### src/rtl/axi_wrr_arbiter.sv
// Weighted round-robin arbiter with per-requester credits and a
// registered ready/valid grant interface.
//
// state | meaning
// IDLE  | no grant outstanding; arbitrate, refill credits or reload config
// GRANT | grant registered and held until gnt_ready
module axi_wrr_arbiter #(
    parameter int REQ_NUM  = 8,
    parameter int WEIGHT_W = 4,
    localparam int ID_W    = (REQ_NUM > 1) ? $clog2(REQ_NUM) : 1
) (
    input  logic                         clk,
    input  logic                         rst,
    input  logic [REQ_NUM-1:0]           req,
    input  logic [REQ_NUM*WEIGHT_W-1:0]  weight_cfg,
    input  logic                         cfg_load,
    input  logic                         gnt_ready,
    output logic                         gnt_valid,
    output logic [REQ_NUM-1:0]           gnt,
    output logic [ID_W-1:0]              gnt_id,
    output logic                         round_done
);

    typedef enum logic {IDLE, GRANT} state_t;

    state_t                state_q, state_d;
    logic [WEIGHT_W-1:0]   credit_q [REQ_NUM];
    logic [WEIGHT_W-1:0]   credit_d [REQ_NUM];
    logic [ID_W-1:0]       ptr_q, ptr_d;
    logic                  gnt_valid_q, gnt_valid_d;
    logic [REQ_NUM-1:0]    gnt_q, gnt_d;
    logic [ID_W-1:0]       gnt_id_q, gnt_id_d;
    logic                  round_done_q, round_done_d;

    logic [WEIGHT_W-1:0]   weight [REQ_NUM];
    logic [REQ_NUM-1:0]    eligible;
    logic [REQ_NUM-1:0]    refillable;
    logic                  sel_found;
    logic [ID_W-1:0]       sel_id;
    logic [WEIGHT_W-1:0]   credit_dec;
    logic [ID_W-1:0]       gnt_id_inc;

    // Unpack weights and classify each requester.
    always_comb begin
        for (int i = 0; i < REQ_NUM; i++) begin
            weight[i]     = weight_cfg[i*WEIGHT_W +: WEIGHT_W];
            eligible[i]   = req[i] & (credit_q[i] != '0);
            refillable[i] = req[i] & (weight[i] != '0);
        end
    end

    // First eligible requester scanning upward from ptr, wrapping.
    always_comb begin
        int idx;
        sel_found = 1'b0;
        sel_id    = '0;
        idx       = 0;
        for (int k = 0; k < REQ_NUM; k++) begin
            idx = int'(ptr_q) + k;
            if (idx >= REQ_NUM) idx = idx - REQ_NUM;
            if (!sel_found && eligible[idx]) begin
                sel_found = 1'b1;
                sel_id    = ID_W'(idx);
            end
        end
    end

    assign credit_dec = credit_q[gnt_id_q] - WEIGHT_W'(1);
    assign gnt_id_inc = (gnt_id_q == ID_W'(REQ_NUM-1)) ? '0 : gnt_id_q + ID_W'(1);

    // State register and all datapath registers.
    always_ff @(posedge clk or posedge rst) begin
        if (rst) begin
            state_q      <= IDLE;
            ptr_q        <= '0;
            gnt_valid_q  <= 1'b0;
            gnt_q        <= '0;
            gnt_id_q     <= '0;
            round_done_q <= 1'b0;
            for (int i = 0; i < REQ_NUM; i++) credit_q[i] <= '0;
        end else begin
            state_q      <= state_d;
            ptr_q        <= ptr_d;
            gnt_valid_q  <= gnt_valid_d;
            gnt_q        <= gnt_d;
            gnt_id_q     <= gnt_id_d;
            round_done_q <= round_done_d;
            for (int i = 0; i < REQ_NUM; i++) credit_q[i] <= credit_d[i];
        end
    end

    // Next-state: a reload never issues a grant in the same cycle.
    always_comb begin
        state_d = state_q;
        case (state_q)
            IDLE:    if (!cfg_load && sel_found) state_d = GRANT;
            GRANT:   if (gnt_ready) state_d = IDLE;
            default: state_d = IDLE;
        endcase
    end

    // Credits, pointer and grant registers; a reload overrides the decrement.
    always_comb begin
        for (int i = 0; i < REQ_NUM; i++) credit_d[i] = credit_q[i];
        ptr_d        = ptr_q;
        gnt_valid_d  = gnt_valid_q;
        gnt_d        = gnt_q;
        gnt_id_d     = gnt_id_q;
        round_done_d = 1'b0;
        case (state_q)
            IDLE: begin
                if (cfg_load) begin
                    for (int i = 0; i < REQ_NUM; i++) credit_d[i] = weight[i];
                    ptr_d        = '0;
                    round_done_d = 1'b1;
                end else if (sel_found) begin
                    gnt_valid_d    = 1'b1;
                    gnt_d          = '0;
                    gnt_d[sel_id]  = 1'b1;
                    gnt_id_d       = sel_id;
                end else if (refillable != '0) begin
                    for (int i = 0; i < REQ_NUM; i++) credit_d[i] = weight[i];
                    round_done_d = 1'b1;
                end
            end
            GRANT: begin
                if (gnt_ready) begin
                    credit_d[gnt_id_q] = credit_dec;
                    ptr_d       = (credit_dec != '0) ? gnt_id_q : gnt_id_inc;
                    gnt_valid_d = 1'b0;
                    gnt_d       = '0;
                    gnt_id_d    = '0;
                end
                if (cfg_load) begin
                    for (int i = 0; i < REQ_NUM; i++) credit_d[i] = weight[i];
                    ptr_d        = '0;
                    round_done_d = 1'b1;
                end
            end
            default: ;
        endcase
    end

    // Outputs come straight from registers.
    always_comb begin
        gnt_valid  = gnt_valid_q;
        gnt        = gnt_q;
        gnt_id     = gnt_id_q;
        round_done = round_done_q;
    end

endmodule

### config.mk
export PLATFORM = sky130hd
export DESIGN_NAME = axi_wrr_arbiter
export DESIGN_NICKNAME = d
export VERILOG_FILES = /design/src/rtl/axi_wrr_arbiter.sv
export SDC_FILE = /design/constraint.sdc
export NUM_CORES = 1
export LEC_CHECK = 0
export ABC_AREA = 1
export CAP_MARGIN = 0
export CORE_ASPECT_RATIO = 0.9
export CORE_MARGIN = 5
export CORE_UTILIZATION = 35
export CTS_CLUSTER_DIAMETER = 100
export DETAILED_ROUTE_END_ITERATION = 10
export GPL_ROUTABILITY_DRIVEN = 0
export PLACE_DENSITY_LB_ADDON = 0.15
export SLEW_MARGIN = 40
export SYNTH_ARGS = -nofsm -noshare
export SYNTH_HDL_FRONTEND = slang
export SYNTH_SLANG_ARGS = --single-unit
### constraint.sdc
create_clock -name clk -period 2.8 [get_ports clk]
set_input_delay 0.28 -clock clk [delete_from_list [all_inputs] [get_ports clk]]
set_output_delay 0.28 -clock clk [all_outputs]
set_load 0.1 [all_outputs]
# Word level (Yosys, flattened, before mapping)
# Cells that the tools add are included.
totals:
  input_bits: 44
  ff_bits: 49
op_classes:
  add_sub_neg: 17
  muxes: 88
  reduce_logical: 39
  order_cmp: 20
  eq_ne: 8
  bitwise_logic: 18
op_table:
  columns: ["op", "n"]
  rows:
  - ["32-bit two-way mux", 13]
  - ["32-bit by 5-bit < comparator with 1-bit output (second input constant)", 8]
  - ["4-bit nonzero test", 17]
  - ["32-bit one-hot mux with 2 select lines", 1]
  - ["3-bit two-way mux", 16]
  - ["4-bit by 4-bit subtractor with 5-bit output (second input constant)", 7]
  - ["1-bit two-way mux", 34]
  - ["32-bit bitwise mux", 1]
  - ["4-bit >= comparator (second input constant)", 8]
  - ["1-bit binary-select mux with 3-bit select", 8]
  - ["8-bit two-way mux", 3]
  - ["3-bit by 3-bit adder with 4-bit output (second input constant)", 4]
  - ["1-bit bitwise AND", 16]
  - ["8-bit one-hot mux with 2 select lines", 1]
  - ["4-bit binary-select mux with 3-bit select", 1]
  - ["4-bit demux with 3-bit select", 1]
  - ["4-bit two-way mux", 3]
  - ["3-bit one-hot mux with 2 select lines", 2]
  - ["1-bit logical AND", 10]
  - ["3-bit != test (second input constant)", 3]
  - ["3-bit by 2-bit adder with 4-bit output (second input constant)", 2]
  - ["1-bit zero test", 8]
  - ["2-bit != test (second input constant)", 4]
  - ["8-bit nonzero test", 1]
  - ["15 further kinds", 18]

# Longest topological paths before layout
# Gate-level depths: netlist of the first run.
depth:
  depth_word: 34
  mapped_depth: 20

# Worst setup path after synthesis of the first run
# Ideal clock, no wire load.
synth_path:
  path_type: "register to register"
  startpoint: "register gnt_id_q[1] (netlist: gnt_id[1])"
  endpoint: "register credit_q[1] (netlist name)"
  required_ps: 2735
  slack_ps: -249
  path_stages_with_launch: 15
  t_arrival_ps: 2983
  period_less_slack_ps: 3049
  path_cell_list: "dfrtp_1 -> inv_1 -> nand3_1 -> inv_1 -> nand2_1 -> nand2_1 -> a221oi_1 -> nand2_2 -> clkinv_2 -> ha_1 -> or2_2 -> buf_1 -> o21ai_0 -> nand3_1 -> nand2_1"
synth_between:
  elab_chain_len: 9
  elab_cells_between_ends: 14
synth_rtl:
  columns: ["element", "line_no", "rtl"]
  rows:
  - ["from (decl)", "32", "logic [ID_W-1:0] gnt_id_q, gnt_id_d;"]
  - ["from (signal assigned)", "86", "gnt_id_q <= gnt_id_d;"]
  - ["3-bit NOT with 4-bit output (not written as such) (*)", "68, 128", null]
  - ["4-bit binary-select mux with 3-bit select, or another cell as far along", "68", "assign credit_dec = credit_q[gnt_id_q] - WEIGHT_W'(1);"]
  - ["4-bit two-way mux (not written as such) / 1-bit logical AND (equally long branches)", "68, 128", null]
  - ["4-bit two-way mux (on tied branches)", "68, 128", null]
  - ["4-bit by 1-bit subtractor with 4-bit output / 4-bit demux with 3-bit select (equally long branches)", "68, 128", null]
  - ["32-bit bitwise mux (*)", "128", "credit_d[gnt_id_q] = credit_dec;"]
  - ["32-bit two-way mux (*)", "127", "if (gnt_ready) begin"]
  - ["32-bit two-way mux (*)", "134", "if (cfg_load) begin"]
  - ["32-bit one-hot mux with 2 select lines (*)", "110", "case (state_q)"]
  - ["to (decl)", "27", "logic [WEIGHT_W-1:0] credit_q [REQ_NUM];"]
# Every way passes the cells marked *; elsewhere a longest branch is shown, timed or not. The select of a mux whose other input is x is not followed.
# A chain may end at the register's enable or synchronous reset.

# Worst setup path in the final report of the first run
layout_path:
  startpoint: "register gnt_id_q[1] (netlist: gnt_id[1])"
  endpoint: "register credit_q[25] (netlist name)"
# The elaborated chain is that of the path after synthesis.

==> results.py, run 1 <==
metrics = {
    "sta": {
        "worstMarginPinSlew_ns": 0.534,
        "clock_skew_ns": 0.00810,
        "max_slew_margin_pct": 64.0,
        "fin_crit_ns": 2.63,
        "grt_setup_unrepaired": "no",
        "setup_viol": 0,
        "fin_crit_sh_pct": 94.0,
        "hold_viol": 0,
        "setup_ws_ns": 0.167,
        "drv_slew": 0,
        "max_freq_mhz": 380,
        "hold_slack_ns": 0.279,
        "final.setup.tns_ns": 0,
    },
    "logic_synthesis": {
        "synth_edf_count": 0,
        "synth-async-reset-ratio_pct": 100,
        "synth_warnings": 0,
        "synth_top_area_share_pct": 31.5,
        "synth-main-ff-cell": "dfrtp_1",
        "syn_nets": 636,
        "postSynthCellCount": 586,
        "syn_area_um2": 3890,
        "synth_cell_types": 46,
        "yosysSeqAreaShare_pct": 31.5,
        "avgSynthCellArea_um2": 6.64,
        "yosysTopAreaCell": "dfrtp_1",
        "synth.area.top_cells": "dfrtp_1 (31%), nand2_1 (21%), nand3_1 (13%), nor2_1 (4.3%), o21ai_0 (3.7%)",
        "ys_ff_latch": 49,
    },
    "clocking": {
        "clk_latency_ns": 0.30,
        "postCtsHoldBufs": 0,
        "cts-root-buf": "clkbuf_16",
        "clkSinkCount": 49,
        "clkSlewWorstSetupHoldPaths_ns": 0.07,
        "cts_tree": "built",
        "cts.htree.levels": 2,
        "postCtsResizedCells": 0,
        "post-cts-setup-buffers": 0,
        "clk_path_buf_depth": 2,
        "cts_inserted_buffers": 5,
    },
    "floorplan": {
        "rows": 36,
        "dieArea_um2": 13300,
        "start_util_pct": 35.9,
        "ios": 57,
        "core_area_um2": 10900,
        "die_y_um": 110,
        "die_w_um": 121,
    },
    "routing": {
        "drt_wl_total_um": 12300,
        "dr.pass1.iters": 5,
        "wl_per_cell_um": 15.3,
        "ant_nets": 0,
        "viasPerCell": 5.02,
        "dr_total_vias": 4034,
        "first_iter_violations": 359,
        "drcViolationCount": 0,
    },
    "global_route": {
        "grtUsageMet3_pct": 3.27,
        "grt_busiest_layer": "met2",
        "grt_pass1_vias": 3796,
        "grt_overflow": 0,
        "antenna_found_initial": 0,
        "met2_usage_pct": 28.8,
        "grt_pass1_wl_um": 19700,
        "met1_usage_pct": 28.0,
        "grt_start_max_net_pins": 41,
        "gr-usage-all-layers_pct": 18.9,
    },
    "finish": {
        "drive_gt1_share_pct": 15.5,
        "multi_input_area_um2": 2380,
        "area_growth_syn_to_layout_pct": 23.5,
        "antenna_cells": 0,
        "n_fill_cell": 1146,
        "layout.area.seq_um2": 1230,
        "nets": 701,
    },
    "setup_path": {
        "cp.buffers_inverters": 3,
        "cp_slowest_cell": "dfrtp_2",
        "start_kind": "register",
        "worstPathMaxFanout": 8,
        "worstSetupPathType": "reg -> reg",
        "cp-end-kind": "register",
        "required_ns": 3.04,
        "crit_family": "simple AND/OR/NAND/NOR gates",
        "slowest_delay_ns": 0.46,
        "worstPathCellList": "inv_1 -> nand3_1 -> inv_1 -> a221oi_1 -> nand2_2 -> clkinv_2 -> ha_1 -> or2_2 -> o21ai_0 -> nand3_1 -> nand2_1",
        "arrival_ns": 2.87,
    },
    "placed_design": {
        "port_buffers": 56,
        "place_ws_ns": 0.202,
        "dpl.hpwl_um": 9860,
    },
    "outcome": {
        "status": "finished, final reports clean",
    },
    "power": {
        "cellPowerDensity_nw_per_um2": 1040,
        "vdd_drop_max_mv": 0.511,
        "p_leak_nw": 2.40,
    },
    "run": {
        "max_cap_violations": 0,
    },
    "hold_path": {
        "hp-class": "in -> async",
    },
}
-- path summary, 6_finish.rpt --
kind	cells past startpoint	end	slack [ns]	startpoint
worst max-delay path	11	credit_q[25]	0.17	gnt_id[1]
worst min-delay path	2	state_q	0.28	rst
worst max register to register	11	credit_q[25]	0.17	gnt_id[1]
worst min register to register	2	gnt[0]	0.49	gnt[0]
max in group asynchronous	3	credit_q[7]	1.75	rst
min in group clk	2	gnt[0]	0.49	gnt[0]
-- metrics by stage --
| step | utilization [%] | total power (W) | instance area, um2 | std cells |
|---|---|---|---|---|
| after global placement | 42.9 | 0.00432 | 4660 | 796 |
| after floorplan | - | 0.00334 | 3900 | 586 |
| after global routing | 44.3 | 0.00536 | 4810 | 804 |
| after CTS | 44.3 | 0.00498 | 4810 | 804 |
| after detailed placement | 42.9 | 0.00433 | 4660 | 796 |
| final | 44.3 | 0.00499 | 4810 | 804 |
-- per-layer routing --
metal	vias up	routed length, um
li1	2062	-
met2	114	5170
met3	10	684
met4	0	103
met5	-	0
met1	1848	6360
-- cell families (layout without fill, tap and decap cells) --
logic type / after synthesis / in the layout / share of synthesized area [%]
buf+inv: 65 / 131 / 7.49
flops: 49 / 49 / 31.5
compound gates: 60 / 60 / 10.4
xor+xnor: 1 / 1 / 0.225
fa+ha+maj: 6 / 6 / 1.93
simple gates: 405 / 405 / 48.5
-- cell type report --
cell class | count | area share, %
clock inverter | 3 | 0.546
sequential | 49 | 25.6
multi-input combinational | 472 | 49.4
tap | 152 | 3.95
timing repair buffer | 71 | 13.8
inverter | 52 | 4.08
clock buffer | 5 | 2.60
-- cell usage after synthesis (8+ instances only) --
cell	count
inv_1	35
dfrtp_1	49
nand2_4	9
nor2_1	45
nand2_2	9
nand3_1	99
nand2_1	213
nand3_2	8
inv_2	15
o41ai_1	8
o21ai_0	29
-- where the power goes --
part	switching (W)	internal (W)	total (W)	leakage [nW]
sequential	0.000229	0.000931	0.00116	0.621
clock	0.000297	0.000338	0.000635	0.0680
combinational	0.00217	0.00103	0.00320	1.72
-- layout by cell type (no fill, tap or decap), types with 5 or more instances in the layout --
cell type,instances
nand2_1,213
nand3_1,99
dfrtp_1,46
nor2_1,45
clkdlybuf4s50_1,43
inv_1,33
o21ai_0,29
buf_4,26
inv_2,17
nand2_2,9
nand2_4,9
nand3_2,8
o41ai_1,8
nand4_1,6
ha_1,6
clkbuf_16,5
-- worst register-to-register path, stage by stage (launching register included) --
cell and delay [ns]:
dfrtp_2 0.46, inv_1 0.16, nand3_1 0.27, inv_1 0.13
a221oi_1 0.38, nand2_2 0.11, clkinv_2 0.07, ha_1 0.21
or2_2 0.41, o21ai_0 0.20, nand3_1 0.11, nand2_1 0.08
-- registers in the layout (all words and copies together) (netlist names) --
register    count
gnt_valid       1
gnt_id          3
round_done      1
credit_q       32
ptr_q           3
state_q         1
gnt             8
(Power assumes the default switching activity.)
==> run 2: changes to the inputs <==
- clock period: 2.8 -> 2.96 ns (I/O delays scaled with it)
==> results.py, run 2 (synthesis gave the netlist of run 1 again) <==
metrics = {
    "sta": {
        "max_slew_margin_pct": 54.3,
        "worstMarginPinSlew_ns": 0.684,
        "grt_setup_unrepaired": "no",
        "setup_viol": 0,
        "fin_crit_sh_pct": 93.6,
        "hold_slack_ns": 0.442,
        "clock_skew_ns": 0.0101,
        "hold_viol": 0,
        "final.setup.tns_ns": 0,
        "max_freq_mhz": 361,
        "drv_slew": 0,
        "fin_crit_ns": 2.77,
    },
    "global_route": {
        "gr-usage-all-layers_pct": 19.6,
        "antenna_found_initial": 0,
        "grt_start_max_net_pins": 41,
        "grt_pass1_vias": 4093,
        "grt_overflow": 0,
        "grt_pass1_wl_um": 20700,
    },
    "placed_design": {
        "dpl.hpwl_um": 9840,
        "port_buffers": 56,
    },
    "run": {
        "max_cap_violations": 0,
    },
    "setup_path": {
        "worstReg2RegStart": "gnt_id[0]",
        "required_ns": 3.19,
        "worstPathMaxFanout": 8,
        "reg2reg_to": "credit_q[17]",
        "start_kind": "register",
        "cp-end-kind": "register",
        "reg2reg_setup_slack_ns": 0.19,
        "arrival_ns": 3.00,
        "rr_worst_depth": 13,
        "worstSetupPathType": "reg -> reg",
    },
    "routing": {
        "first_iter_violations": 324,
        "viasPerCell": 5.13,
        "wl_per_cell_um": 15.6,
        "dr_total_vias": 4136,
        "dr.pass1.iters": 5,
        "ant_nets": 0,
        "drcViolationCount": 0,
        "drt_wl_total_um": 12600,
    },
    "clocking": {
        "clkSlewWorstSetupHoldPaths_ns": 0.07,
        "cts-root-buf": "clkbuf_16",
        "clk_path_buf_depth": 2,
        "postCtsHoldBufs": 0,
        "cts.htree.levels": 2,
        "clkSinkCount": 49,
        "cts_tree": "built",
        "clk_latency_ns": 0.29,
        "cts_inserted_buffers": 5,
    },
    "floorplan": {
        "dieArea_um2": 13300,
        "ios": 57,
        "die_w_um": 121,
        "start_util_pct": 35.9,
        "rows": 36,
        "core_area_um2": 10900,
        "die_y_um": 110,
    },
    "outcome": {
        "status": "finished, final reports clean",
    },
    "power": {
        "p_leak_nw": 2.43,
        "vdd_drop_max_mv": 0.282,
        "cellPowerDensity_nw_per_um2": 975,
    },
    "finish": {
        "antenna_cells": 0,
        "area_growth_syn_to_layout_pct": 24.6,
        "largest_reg_flops": 32,
        "drive_gt1_share_pct": 15.6,
        "layout_commonest_cell": "nand2_1",
        "final_cell_mix": "nand2_1 (213), nand3_1 (99), dfrtp_1 (47)",
        "largest-register": "credit_q",
        "nets": 703,
    },
    "hold_path": {
        "hp-class": "in -> async",
    },
}
## run 2: final cells by class
type,count,area (um2)
Multi-Input combinational cell,472,2380
Sequential cell,49,1230
Tap cell,152,190
Clock buffer,7,143
Fill cell,1132,6010
Inverter,52,199
Timing Repair Buffer,73,681
Clock inverter,1,30.0
## run 2: stage by stage
stage	instance area, um2	setup slack [ns]	power [W]	utilization, %	cells
CTS	4810	0.0886	0.00471	44.3	801
floorplan	3900	0.0292	0.00316	-	586
finish	4850	0.189	0.00473	44.7	806
detailed placement	4630	0.111	0.00401	42.7	793
global placement	4630	0.125	0.00399	42.7	793
global route	4850	0.0248	0.00511	44.7	806
## run 2: worst max-delay path by stage
stage / slack, ns / to / from / cells after the start
after floorplan: 0.03 / credit_q[1] / gnt_id[0] / 13
after global placement: 0.13 / credit_q[19] / ptr_q[0] / 17
after detailed placement: 0.11 / credit_q[15] / ptr_q[0] / 17
after CTS: 0.09 / credit_q[15] / ptr_q[0] / 17
after global routing: 0.02 / credit_q[17] / gnt_id[0] / 13
final: 0.19 / credit_q[17] / gnt_id[0] / 13
## run 2: metal layers
layer	routed length (um)	global-route usage [%]	part of all wire (%)
met5	0	0	0
met4	254	5.36	2.0
met3	841	3.88	6.7
met2	5400	31.1	43
met1	6080	27.4	48
## run 2: timing repair
action / CTS / global route
gates resized for setup: 0 / 3
endpoints found under the setup margin: 0 / 31
setup buffers: 0 / 5
## run 2: worst max-delay path: stages, from the launching register on
cell      delay [ns]
dfrtp_1         0.54
inv_2           0.13
nand3_1         0.19
inv_2           0.08
nand2_1         0.10
nand2_1         0.06
a211oi_1        0.26
nand4_1         0.16
inv_1           0.11
ha_1            0.22
or2_2           0.42
o21ai_0         0.25
nand3_1         0.10
nand2_1         0.07
## run 2: report_power, final
| part | internal, W | total, W | switching (W) |
|---|---|---|---|
| Clock | 0.000423 | 0.000679 | 0.000256 |
| Combinational | 0.000897 | 0.00295 | 0.00205 |
| Sequential | 0.000880 | 0.00110 | 0.000224 |
| Total | 0.00220 | 0.00473 | 0.00253 |
==> run 3: changes to the inputs <==
- ABC_CLOCK_PERIOD_IN_PS: not set -> 2960
- CORE_UTILIZATION: 35 -> 25
==> results.py, run 3 (synthesis gave the netlist of run 1 again) <==
metrics = {
    "clocking": {
        "cts.htree.levels": 2,
        "cts-root-buf": "clkbuf_16",
        "clkSlewWorstSetupHoldPaths_ns": 0.07,
        "clk_latency_ns": 0.31,
        "clk_path_buf_depth": 2,
        "cts_tree": "built",
        "post-cts-setup-buffers": 0,
        "cts_inserted_buffers": 5,
        "clkSinkCount": 49,
    },
    "finish": {
        "n_fill_cell": 1669,
        "largest-register": "credit_q",
        "layout_commonest_cell": "nand2_1",
        "largest_reg_flops": 32,
        "drive_gt1_share_pct": 15.2,
        "nets": 699,
        "antenna_cells": 0,
        "final_cell_mix": "nand2_1 (213), nand3_1 (99), dfrtp_1 (46)",
        "area_growth_syn_to_layout_pct": 25.2,
    },
    "sta": {
        "setup_ws_ns": 0.172,
        "worstMarginPinSlew_ns": 0.605,
        "fin_crit_sh_pct": 94.2,
        "grt_setup_unrepaired": "no",
        "final.setup.tns_ns": 0,
        "max_freq_mhz": 359,
        "hold_viol": 0,
        "drv_slew": 0,
        "fin_crit_ns": 2.79,
        "setup_viol": 0,
        "clock_skew_ns": 0.00580,
        "max_slew_margin_pct": 59.6,
    },
    "routing": {
        "first_iter_violations": 453,
        "viasPerCell": 4.86,
        "drt_wl_total_um": 13600,
        "wl_per_cell_um": 16.0,
        "drcViolationCount": 0,
        "dr_total_vias": 4144,
        "dr.pass1.iters": 5,
        "ant_nets": 0,
    },
    "power": {
        "pwr-share-seq_pct": 23.3,
        "p_sw_share_pct": 54.7,
        "pwr-share-clk_pct": 14.5,
        "pwr-share-comb_pct": 62.1,
        "vdd_drop_max_mv": 0.302,
        "power.switching_w": 0.00262,
        "power.internal_w": 0.00217,
        "p_leak_nw": 2.41,
        "cellPowerDensity_nw_per_um2": 982,
    },
    "floorplan": {
        "die_y_um": 128,
        "start_util_pct": 25.4,
        "rows": 43,
        "dieArea_um2": 18200,
        "die_w_um": 142,
        "core_area_um2": 15300,
        "ios": 57,
    },
    "placed_design": {
        "place_ws_ns": 0.226,
        "port_buffers": 56,
        "dpl.hpwl_um": 10700,
    },
    "outcome": {
        "status": "finished, final reports clean",
    },
    "global_route": {
        "grt_pass1_vias": 3907,
        "gr-usage-all-layers_pct": 15.3,
        "antenna_found_initial": 0,
        "grt_pass1_wl_um": 21700,
        "grt_start_max_net_pins": 41,
        "grt_overflow": 0,
    },
    "hold_path": {
        "hp-class": "in -> async",
    },
    "setup_path": {
        "arrival_ns": 2.99,
        "cp-end-kind": "register",
        "worstPathCellList": "inv_1 -> nand3_1 -> o22ai_1 -> a211oi_1 -> nand4_1 -> inv_1 -> ha_1 -> or2_2 -> nand2_1 -> buf_4 -> o21ai_0 -> nand3_1 -> nand2_1",
        "required_ns": 3.17,
        "worstSetupPathType": "reg -> reg",
        "worstPathMaxFanout": 7,
        "start_kind": "register",
        "cp_slowest_cell": "dfrtp_2",
        "slowest_delay_ns": 0.47,
    },
    "run": {
        "max_cap_violations": 0,
    },
}
==> run 3: cell count changes in the layout (fill, tap and decap cells not counted), sizes merged <==
cell,before,now
inv,50,51
clkinv,2,3
clkbuf,7,5
buf,30,26
==> run 3: area by class of cell <==
class	instances	area (um2)	share of cell area, %
well taps	202	253	5.18
repair buffers	69	651	13.3
clock inverters	3	43.8	0.898
inverters	52	196	4.03
clock buffers	5	125	2.57
multi-input cells	472	2380	48.7
flip-flops and latches	49	1230	25.2
==> run 3: per-stage QoR <==
stage | instance area, um2 | std cells | hold WS [ns] | power (W) | util, %
after floorplan | 3900 | 586 | 0.392 | 0.00316 | -
after global placement | 4700 | 844 | 0.468 | 0.00405 | 30.7
after detailed placement | 4700 | 844 | 0.470 | 0.00406 | 30.7
after CTS | 4870 | 852 | 0.401 | 0.00476 | 31.8
after global routing | 4870 | 852 | 0.442 | 0.00514 | 31.8
final | 4870 | 852 | 0.381 | 0.00478 | 31.8
==> run 3: layer usage <==
metal | global-route usage (%) | part of all wire (%) | up-vias
li1 | - | - | 2053
met1 | 23.0 | 52 | 1945
met2 | 22.3 | 41 | 128
met3 | 3.31 | 5.7 | 18
met4 | 3.78 | 1.7 | 0
met5 | 0 | 0 | -
==> run 3: timing repair <==
item / in CTS / in global routing
setup endpoints to repair: 0 / 15
hold buffers: 0 / 0
gates resized for setup: 0 / 2
==> run 3: critical path, delay by kind of cell (launching register included) <==
kind / cells / cell delay, ns
flip-flops: 1 / 0.47
AND/OR/NAND/NOR: 6 / 1.09
adder cells (fa/ha/maj): 1 / 0.21
AO/OA/AOI/OAI: 3 / 0.42
buffers and inverters: 3 / 0.49
==> run 3: final timing paths <==
check	cells past startpoint	startpoint	endpoint	slack, ns
min in group clk	2	gnt[7]	gnt[7]	0.48
min	2	rst	gnt[0]	0.38
max in group asynchronous	3	rst	credit_q[28]	2.02
max reg2reg	13	gnt_id[1]	credit_q[26]	0.17
max	13	gnt_id[1]	credit_q[26]	0.17
min reg2reg	2	gnt[7]	gnt[7]	0.48
==> run 3: power by group through the flow <==
stage	clock network, W	logic [W]	registers, W
5_1_grt	0.000738	0.00326	0.00114
3_3_place_gp	0	0.00293	0.00112
3_5_place_dp	0	0.00294	0.00112
4_1_cts	0.000705	0.00295	0.00111
2_1_floorplan	0	0.00179	0.00136
6_report	0.000695	0.00297	0.00112
